<file path="src/rtl/id_stage_fwd.sv">
// rtl/id_stage_fwd.sv - decode-stage front end: IF/ID register, instruction hold, forwarding, hazards, branch resolve
//
// Ports:
//   clk, rst              clock, asynchronous active-low reset
//   stall[5:0], flush     pipeline stall vector (bit1 IF/ID, bit2 ID), kill of ID contents
//   if_valid, if_pc       IF output
//   inst_sram_rdata       instruction word, one cycle behind its PC
//   rf_raddr1/2, rf_rdata1/2   external regfile read port (rs, rt)
//   fwd_we/waddr/wdata/pend    packed bypass sources, index 0 youngest
//   stallreq              hazard stall request
//   id_valid/pc/inst      ID stage contents
//   id_rs_val/id_rt_val   forwarded operands
//   br_e, br_addr         taken branch/jump and redirect target
module id_stage_fwd #(
    parameter int XLEN    = 32,
    parameter int NUM_FWD = 3,
    parameter int RA_W    = 5
) (
    input  logic                    clk,
    input  logic                    rst,
    input  logic [5:0]              stall,
    input  logic                    flush,
    input  logic                    if_valid,
    input  logic [XLEN-1:0]         if_pc,
    input  logic [31:0]             inst_sram_rdata,
    output logic [RA_W-1:0]         rf_raddr1,
    output logic [RA_W-1:0]         rf_raddr2,
    input  logic [XLEN-1:0]         rf_rdata1,
    input  logic [XLEN-1:0]         rf_rdata2,
    input  logic [NUM_FWD-1:0]      fwd_we,
    input  logic [NUM_FWD*RA_W-1:0] fwd_waddr,
    input  logic [NUM_FWD*XLEN-1:0] fwd_wdata,
    input  logic [NUM_FWD-1:0]      fwd_pend,
    output logic                    stallreq,
    output logic                    id_valid,
    output logic [XLEN-1:0]         id_pc,
    output logic [31:0]             id_inst,
    output logic [XLEN-1:0]         id_rs_val,
    output logic [XLEN-1:0]         id_rt_val,
    output logic                    br_e,
    output logic [XLEN-1:0]         br_addr
);

    typedef enum logic {RUN, HOLD} state_t;

    state_t          state, state_nx;
    logic            capture;
    logic            valid;
    logic [XLEN-1:0] pc;
    logic [31:0]     hold_inst;

    // Only the IF/ID and ID bits of the stall vector matter here.
    logic unused_stall;
    assign unused_stall = ^{stall[5:3], stall[0]};

    always_ff @(posedge clk or negedge rst) begin
        if (!rst) begin
            valid <= 1'b0;
            pc    <= '0;
        end else if (flush) begin
            valid <= 1'b0;
        end else if (stall[1] && !stall[2]) begin
            valid <= 1'b0;
        end else if (!stall[1]) begin
            valid <= if_valid;
            pc    <= if_pc;
        end
    end

    // The SRAM output follows whatever address IF presents next, so the
    // word must be latched on the first stalled edge to survive the stall.
    always_ff @(posedge clk or negedge rst) begin
        if (!rst) begin
            state     <= RUN;
            hold_inst <= '0;
        end else begin
            state <= state_nx;
            if (capture) hold_inst <= inst_sram_rdata;
        end
    end

    always_comb begin
        state_nx = state;
        capture  = 1'b0;
        case (state)
            RUN: begin
                if (stall[2] && valid && !flush) begin
                    state_nx = HOLD;
                    capture  = 1'b1;
                end
            end
            HOLD: begin
                if (flush || !stall[2]) state_nx = RUN;
            end
            default: state_nx = RUN;
        endcase
    end

    assign id_valid = valid;
    assign id_pc    = pc;
    assign id_inst  = !valid ? 32'd0 : ((state == HOLD) ? hold_inst : inst_sram_rdata);

    logic [RA_W-1:0] rs_addr, rt_addr;
    assign rs_addr   = RA_W'(id_inst[25:21]);
    assign rt_addr   = RA_W'(id_inst[20:16]);
    assign rf_raddr1 = rs_addr;
    assign rf_raddr2 = rt_addr;

    // Walk oldest to youngest so the lowest-index match is the last writer.
    // The pending flag travels with the winner, so a ready younger result
    // hides an older load still in flight.
    logic rs_pend, rt_pend;
    always_comb begin
        id_rs_val = rf_rdata1;
        id_rt_val = rf_rdata2;
        rs_pend   = 1'b0;
        rt_pend   = 1'b0;
        for (int i = NUM_FWD - 1; i >= 0; i--) begin
            if (fwd_we[i] && fwd_waddr[i*RA_W +: RA_W] == rs_addr) begin
                id_rs_val = fwd_wdata[i*XLEN +: XLEN];
                rs_pend   = fwd_pend[i];
            end
            if (fwd_we[i] && fwd_waddr[i*RA_W +: RA_W] == rt_addr) begin
                id_rt_val = fwd_wdata[i*XLEN +: XLEN];
                rt_pend   = fwd_pend[i];
            end
        end
        if (rs_addr == '0) begin
            id_rs_val = '0;
            rs_pend   = 1'b0;
        end
        if (rt_addr == '0) begin
            id_rt_val = '0;
            rt_pend   = 1'b0;
        end
    end

    logic [5:0] op, funct;
    logic is_r, is_j, is_jal, is_beq, is_bne, is_lui, is_store, is_shimm, is_jr, is_jalr;
    logic use_rs, use_rt;
    assign op       = id_inst[31:26];
    assign funct    = id_inst[5:0];
    assign is_r     = (op == 6'h00);
    assign is_j     = (op == 6'h02);
    assign is_jal   = (op == 6'h03);
    assign is_beq   = (op == 6'h04);
    assign is_bne   = (op == 6'h05);
    assign is_lui   = (op == 6'h0F);
    assign is_store = (op == 6'h28) || (op == 6'h29) || (op == 6'h2A) ||
                      (op == 6'h2B) || (op == 6'h2E);
    assign is_shimm = is_r && ((funct == 6'h00) || (funct == 6'h02) || (funct == 6'h03));
    assign is_jr    = is_r && (funct == 6'h08);
    assign is_jalr  = is_r && (funct == 6'h09);
    assign use_rs   = !(is_j || is_jal || is_shimm || is_lui);
    assign use_rt   = is_r || is_beq || is_bne || is_store;

    assign stallreq = valid && ((use_rs && rs_pend) || (use_rt && rt_pend));

    logic [XLEN-1:0] pc_plus4, br_tgt, j_tgt, target;
    logic            taken;
    assign pc_plus4 = pc + XLEN'(4);
    assign br_tgt   = pc_plus4 + {{(XLEN-18){id_inst[15]}}, id_inst[15:0], 2'b00};
    assign j_tgt    = {pc_plus4[XLEN-1:28], id_inst[25:0], 2'b00};

    always_comb begin
        taken  = 1'b0;
        target = '0;
        if (is_beq) begin
            taken  = (id_rs_val == id_rt_val);
            target = br_tgt;
        end else if (is_bne) begin
            taken  = (id_rs_val != id_rt_val);
            target = br_tgt;
        end else if (is_j || is_jal) begin
            taken  = 1'b1;
            target = j_tgt;
        end else if (is_jr || is_jalr) begin
            taken  = 1'b1;
            target = id_rs_val;
        end
    end

    assign br_e    = valid && !stallreq && taken;
    assign br_addr = br_e ? target : '0;

endmodule

</file>
<file path="config.mk">
export PLATFORM = sky130hd
export DESIGN_NAME = id_stage_fwd
export DESIGN_NICKNAME = d
export VERILOG_FILES = /design/src/rtl/id_stage_fwd.sv
export SDC_FILE = /design/constraint.sdc
export NUM_CORES = 1
export LEC_CHECK = 0
export CORE_AREA = 2 2 166 168
export CTS_CLUSTER_DIAMETER = 40
export DETAILED_ROUTE_END_ITERATION = 8
export DIE_AREA = 0 0 168 170
export PLACE_DENSITY = 0.67
export SETUP_SLACK_MARGIN = 0.5
export SYNTH_ARGS = -nofsm -noshare
export SYNTH_HDL_FRONTEND = slang
export SYNTH_SLANG_ARGS = --single-unit
</file>
<file path="constraint.sdc">
create_clock -name clk -period 15.42 [get_ports clk]
set_input_delay 3.084 -clock clk [delete_from_list [all_inputs] [get_ports clk]]
set_output_delay 3.084 -clock clk [all_outputs]
set_load 0.05 [all_outputs]
</file>
# [Yosys cells after proc, flatten, opt, wreduce, memory -nomap -nowiden]
# Index checks and enable logic that the tools add are counted.
[totals] regBits=66 word_cells=108 out_inout_bits=173
[classes] add_sub_neg=2 eq_ne=23 bitwise_logic=4 mux=34 n_reduce_logical=41
[op_table] op="32-bit two-way mux" n=15
[op_table] op="32-bit by 3-bit adder with 32-bit output, second input constant" n=1
[op_table] op="32-bit adder" n=1
[op_table] op="32-bit equality test" n=1
[op_table] op="32-bit inequality test" n=1
[op_table] op="5-bit equality test" n=6
[op_table] op="6-bit equality test, second input constant" n=5
[op_table] op="6-bit by 2-bit equality test with 1-bit output, second input constant" n=4
[op_table] op="6-bit by 4-bit equality test with 1-bit output, second input constant" n=3
[op_table] op="1-bit two-way mux" n=18
[op_table] op="1-bit logical AND" n=17
[op_table] op="1-bit logical OR" n=15
[op_table] op="6-bit by 3-bit equality test with 1-bit output, second input constant" n=2
[op_table] op="6-bit logical NOT" n=2
[op_table] op="5-bit logical NOT" n=2
[op_table] op="1-bit logical NOT" n=4
[op_table] op="1-bit NOT" n=4
[op_table] op="3-bit by 1-bit inequality test with 1-bit output, second input constant" n=1
[op_table] op="3-bit AND reduction" n=1
[op_table] op="1-bit one-hot mux with 2 select lines" n=1

# [Logic depth before layout (Yosys ltp)]
[depth] word_depth=16 ltp_mapped=22 depth_no_buf=19

# [Worst setup path after synthesis]
# Ideal clock, no wire load.
[synth_path] path_kind="input port to output port" startpoint="in inst_sram_rdata[19]" endpoint="out br_addr[25]" path_stages=15 t_required_ns=12.336 arrival_ns=7.624 setup_slack_ns=4.712 path_cell_list="mux2i_2 > or3_1 > and4_1 > clkbuf_1 > nand3_2 > buf_4 > mux2i_1 > o21ai_0 > xnor2_1 > nand4_1 > nor4_1 > and4_1 > o311ai_2 > buf_6 > a21oi_1"
[synth_via] word_cells_on_any_way=28 classes_between="eq/ne: 5; mux: 13; reduce/logical: 10"
[synth_rtl] element="from (decl)" line="25" rtl="input logic [31:0] inst_sram_rdata,"
[synth_rtl] element="32-bit two-way mux * (2 in a row)" line="101" rtl="assign id_inst = !valid ? 32'd0 : ((state == HOLD) ? hold_inst : inst_sram_rdata);"
[synth_rtl] element="5-bit equality test" line="123" rtl="if (fwd_we[i] && fwd_waddr[i*RA_W +: RA_W] == rt_addr) begin"
[synth_rtl] element="1-bit logical AND" line="123"
[synth_rtl] element="32-bit two-way mux (3 in a row)" line="123"
[synth_rtl] element="32-bit two-way mux *" line="132" rtl="if (rt_addr == '0) begin"
[synth_rtl] element="net id_rt_val[13]" line="39" rtl="output logic [XLEN-1:0] id_rt_val,"
[synth_rtl] element="32-bit inequality test" line="172" rtl="taken = (id_rs_val != id_rt_val);"
[synth_rtl] element="1-bit two-way mux" line="171" rtl="end else if (is_bne) begin"
[synth_rtl] element="1-bit two-way mux *" line="168" rtl="if (is_beq) begin"
[synth_rtl] element="1-bit logical AND *" line="183" rtl="assign br_e = valid && !stallreq && taken;"
[synth_rtl] element="32-bit two-way mux *" line="184" rtl="assign br_addr = br_e ? target : '0;"
[synth_rtl] element="to (decl)" line="41" rtl="output logic [XLEN-1:0] br_addr"
# The timed path passes the listed nets; every way through them passes the cells marked *.

# [Worst setup path in the final report]
[layout_path] startpoint="in inst_sram_rdata[22]" endpoint="out br_addr[3]"
[layout_via] elab_chain_len=15 word_cells_on_any_way=32 classes_between="eq/ne: 5; mux: 17; reduce/logical: 10"
[layout_rtl] element="32-bit two-way mux * (2 in a row)" line="101"
[layout_rtl] element="branches (longest 12 deep; another with 32-bit two-way mux)"
[layout_rtl] element="32-bit two-way mux *" line="184"
# Mark *: on every way between the ends.

==> flow_metrics.py <==
metrics = {
    "setup_path": {
        "cp.required_ns": 12.34,
        "end_kind": "output port",
        "critPathLaunchType": "primary input",
        "r2r_slack_ns": 13.27,
        "crit_arrival_ns": 9.50,
        "criticalPathCategory": "primary input to output port",
        "crit_fanout": 33,
    },
    "synthesis": {
        "synth_top_area_share_pct": 18.3,
        "synth-xor-area-share_pct": 8.07,
        "async_flop_share_pct": 100,
        "synth_compound_area_share_pct": 21.6,
        "syn_avg_cell_area_um2": 8.00,
        "syn_nets": 1411,
        "synthFlopType": "dfrtp_1",
        "synthSimpleGateAreaFrac_pct": 22.4,
        "synth-seq-cells": 66,
        "ys_types": 70,
        "netlist_area_mm2": 0.00900,
        "synth_top_family_by_area": "simple AND/OR/NAND/NOR gates",
        "synth-edff-count": 0,
        "synth_cells": 1125,
        "muxShareOfSynthArea_pct": 18.5,
        "synthTopCellsByArea": "dfrtp_1 18%, mux2_2 9.4%, mux2i_1 8.2%",
        "seq_area_frac_synth_pct": 18.3,
        "yosysWarnings": 0,
        "synth.largest_area_cell": "dfrtp_1",
        "synth_commonest_cells": "86 x nor2_1, 82 x nand2_1, 75 x mux2_2, 74 x mux2i_1, 66 x dfrtp_1",
        "synth_fa_ha_area_share_pct": 4.39,
        "synth.most_common_cell": "nor2_1",
    },
    "global_route": {
        "grt_first_pass_wirelength_um": 67500,
        "grt_pass1_vias": 10600,
        "grt_max_degree": 67,
        "gr-total-overflow": 0,
        "track_usage_pct": 31.2,
        "antenna_found_initial": 7,
    },
    "floorplan": {
        "ios": 428,
        "initial_core_util_pct": 33.8,
        "fp-row-count": 60,
        "die_width_um": 168,
        "die-area_mm2": 0.0286,
        "die_h_um": 170,
        "core_mm2": 0.0267,
    },
    "timing": {
        "clock.fmax_mhz": 79.5,
        "finalMaxSlewViolations": 0,
        "setup_viol": 0,
        "finalSetupTns_ns": 0,
        "hold_viol": 0,
        "rsz0062_at_grt": "false",
        "skew_ns": 0.00577,
        "slew_headroom_pct": 17.7,
        "fin_crit_sh_pct": 81.6,
        "fin_crit_ns": 12.58,
        "worstMarginPinSlew_ns": 1.23,
        "holdWs_ns": 0.506,
    },
    "cts": {
        "root_buffer": "clkbuf_16",
        "clock_path_buffers": 2,
        "htreeDepth": 3,
        "post-cts-setup-buffers": 0,
        "hold_buffers": 0,
        "cts_made_buffers": 9,
        "cts_sinks": 66,
        "path_clk_slew_ns": 0.05,
        "cts_tree": "built",
        "post_cts_resized": 0,
        "insertion_delay_ns": 0.34,
    },
    "detailed_routing": {
        "drt-initial-drc-count": 1097,
        "drc": 0,
        "drtAntennaViolNets": 0,
        "wirelength_um": 46500,
        "dr.pass1.iters": 5,
        "dr_total_vias": 11100,
        "wl_per_cell_um": 25.0,
        "vias_per_cell": 5.96,
    },
    "power": {
        "vdd_drop_max_mv": 0.0679,
        "p_per_area_mw_per_mm2": 68.1,
        "power.total_w": 0.000942,
        "leakagePower_nw": 5.46,
    },
    "layout": {
        "syn2layout_area_growth_pct": 53.5,
        "post_route_cells_drive_above_1_share_pct": 9.70,
        "final_area_mm2": 0.0138,
        "fin_nets": 1797,
    },
    "worst_hold_path": {
        "hold_class": "flop to flop",
    },
    "status": {
        "outcome": "finished clean",
    },
    "place": {
        "place.gp.congestion": 0.988,
        "post_dp_cell_area_mm2": 0.0135,
        "place_hpwl_um": 37700,
        "portBuffers": 423,
    },
    "flow_run": {
        "maxCapViolCount": 0,
    },
}
## logic make-up after synthesis
kind of cell / Yosys count
muxes: 155
buffers and inverters: 126
AOI/OAI and AO/OA: 274
xor gates and xnor gates: 83
DFF: 66
and+or+nand+nor: 390
adders and majority gates: 31
## layer usage
layer	part of all wire, %	wire (um)	vias up	global-route usage, %
li1	-	-	5049	-
met1	40	18600	5316	38.6
met2	47	22100	610	53.4
met3	8.4	3890	115	6.19
met4	4.2	1950	4	12.7
met5	0.043	20	-	0
## cells in the final DEF, fill, tap and decap left out, types with 5 or more instances in the layout
master           count
a211oi_1             6
a21o_1              18
a21oi_1             38
a221oi_1            12
a22oi_1             22
a31oi_1             10
a32o_1              13
a32oi_1              9
and3_1               9
buf_4               24
clkbuf_16            9
clkdlybuf4s50_1    422
dfrtp_1             65
diode_2              5
ha_1                30
inv_1               53
mux2_2              75
mux2i_1             74
mux2i_2              6
nand2_1             82
nand2b_1            18
nand3_1             49
nand4_1             42
nand4b_1             5
nor2_1              84
nor3_1              26
nor4_1              21
o211ai_1            16
o21a_1               6
o21ai_0             56
o21bai_1             5
o221ai_1            14
o22ai_1             13
o31ai_1              9
or3_1               15
xnor2_1             60
xor2_1              23
## final timing paths
kind                                 end  cells past startpoint                 from
setup / recovery              br_addr[3]                     15  inst_sram_rdata[22]
hold reg to reg            hold_inst[13]                      1        hold_inst[13]
max in group asynchronous          state                      2                  rst
setup reg to reg           hold_inst[11]                      5             id_valid
min in group asynchronous  hold_inst[14]                      2                  rst
hold / removal             hold_inst[13]                      1        hold_inst[13]
## sequential cells by signal, summed over array words and instances (netlist names)
name and count:
id_pc 32, hold_inst 32, id_valid 1, state 1
## through the flow
stage	util, %	instances	setup slack [ns]
2_1_floorplan	-	1125	4.71
3_3_place_gp	50.6	1841	3.02
3_5_place_dp	50.6	1841	3.01
4_1_cts	51.8	1856	2.97
5_1_grt	51.8	1858	2.64
6_report	51.9	1861	2.84
## area by class of cell
| class | instances | area, um^2 |
|---|---|---|
| clock inverters | 6 | 90.1 |
| clock buffers | 9 | 225 |
| well taps | 341 | 427 |
| diodes | 5 | 12.5 |
| inverters | 54 | 203 |
| repair buffers | 447 | 4410 |
| fillers | 2508 | 12800 |
| flip-flops and latches | 66 | 1650 |
| multi-input cells | 933 | 6810 |
## critical path, cell delays in order
cell and delay [ns]:
clkdlybuf4s50_1 0.44, mux2i_1 0.49, o21ai_0 0.16, nand4b_1 0.26
or3_1 0.52, nand3_1 1.01, o22ai_1 1.10, xnor2_1 0.29
nand4_1 0.15, nor4_1 0.31, nand4_1 0.25, o311ai_4 0.14
buf_4 0.41, nor2_1 0.14, clkdlybuf4s50_1 0.72
## power by group
group	internal (W)	total (W)	leakage (nW)	switching, W
logic	0.000204	0.000482	4.52	0.000279
registers	0.000207	0.000238	0.790	0.0000306
clock network	0.000141	0.000222	0.152	0.0000804
Power figures use the tool's default switching activity.
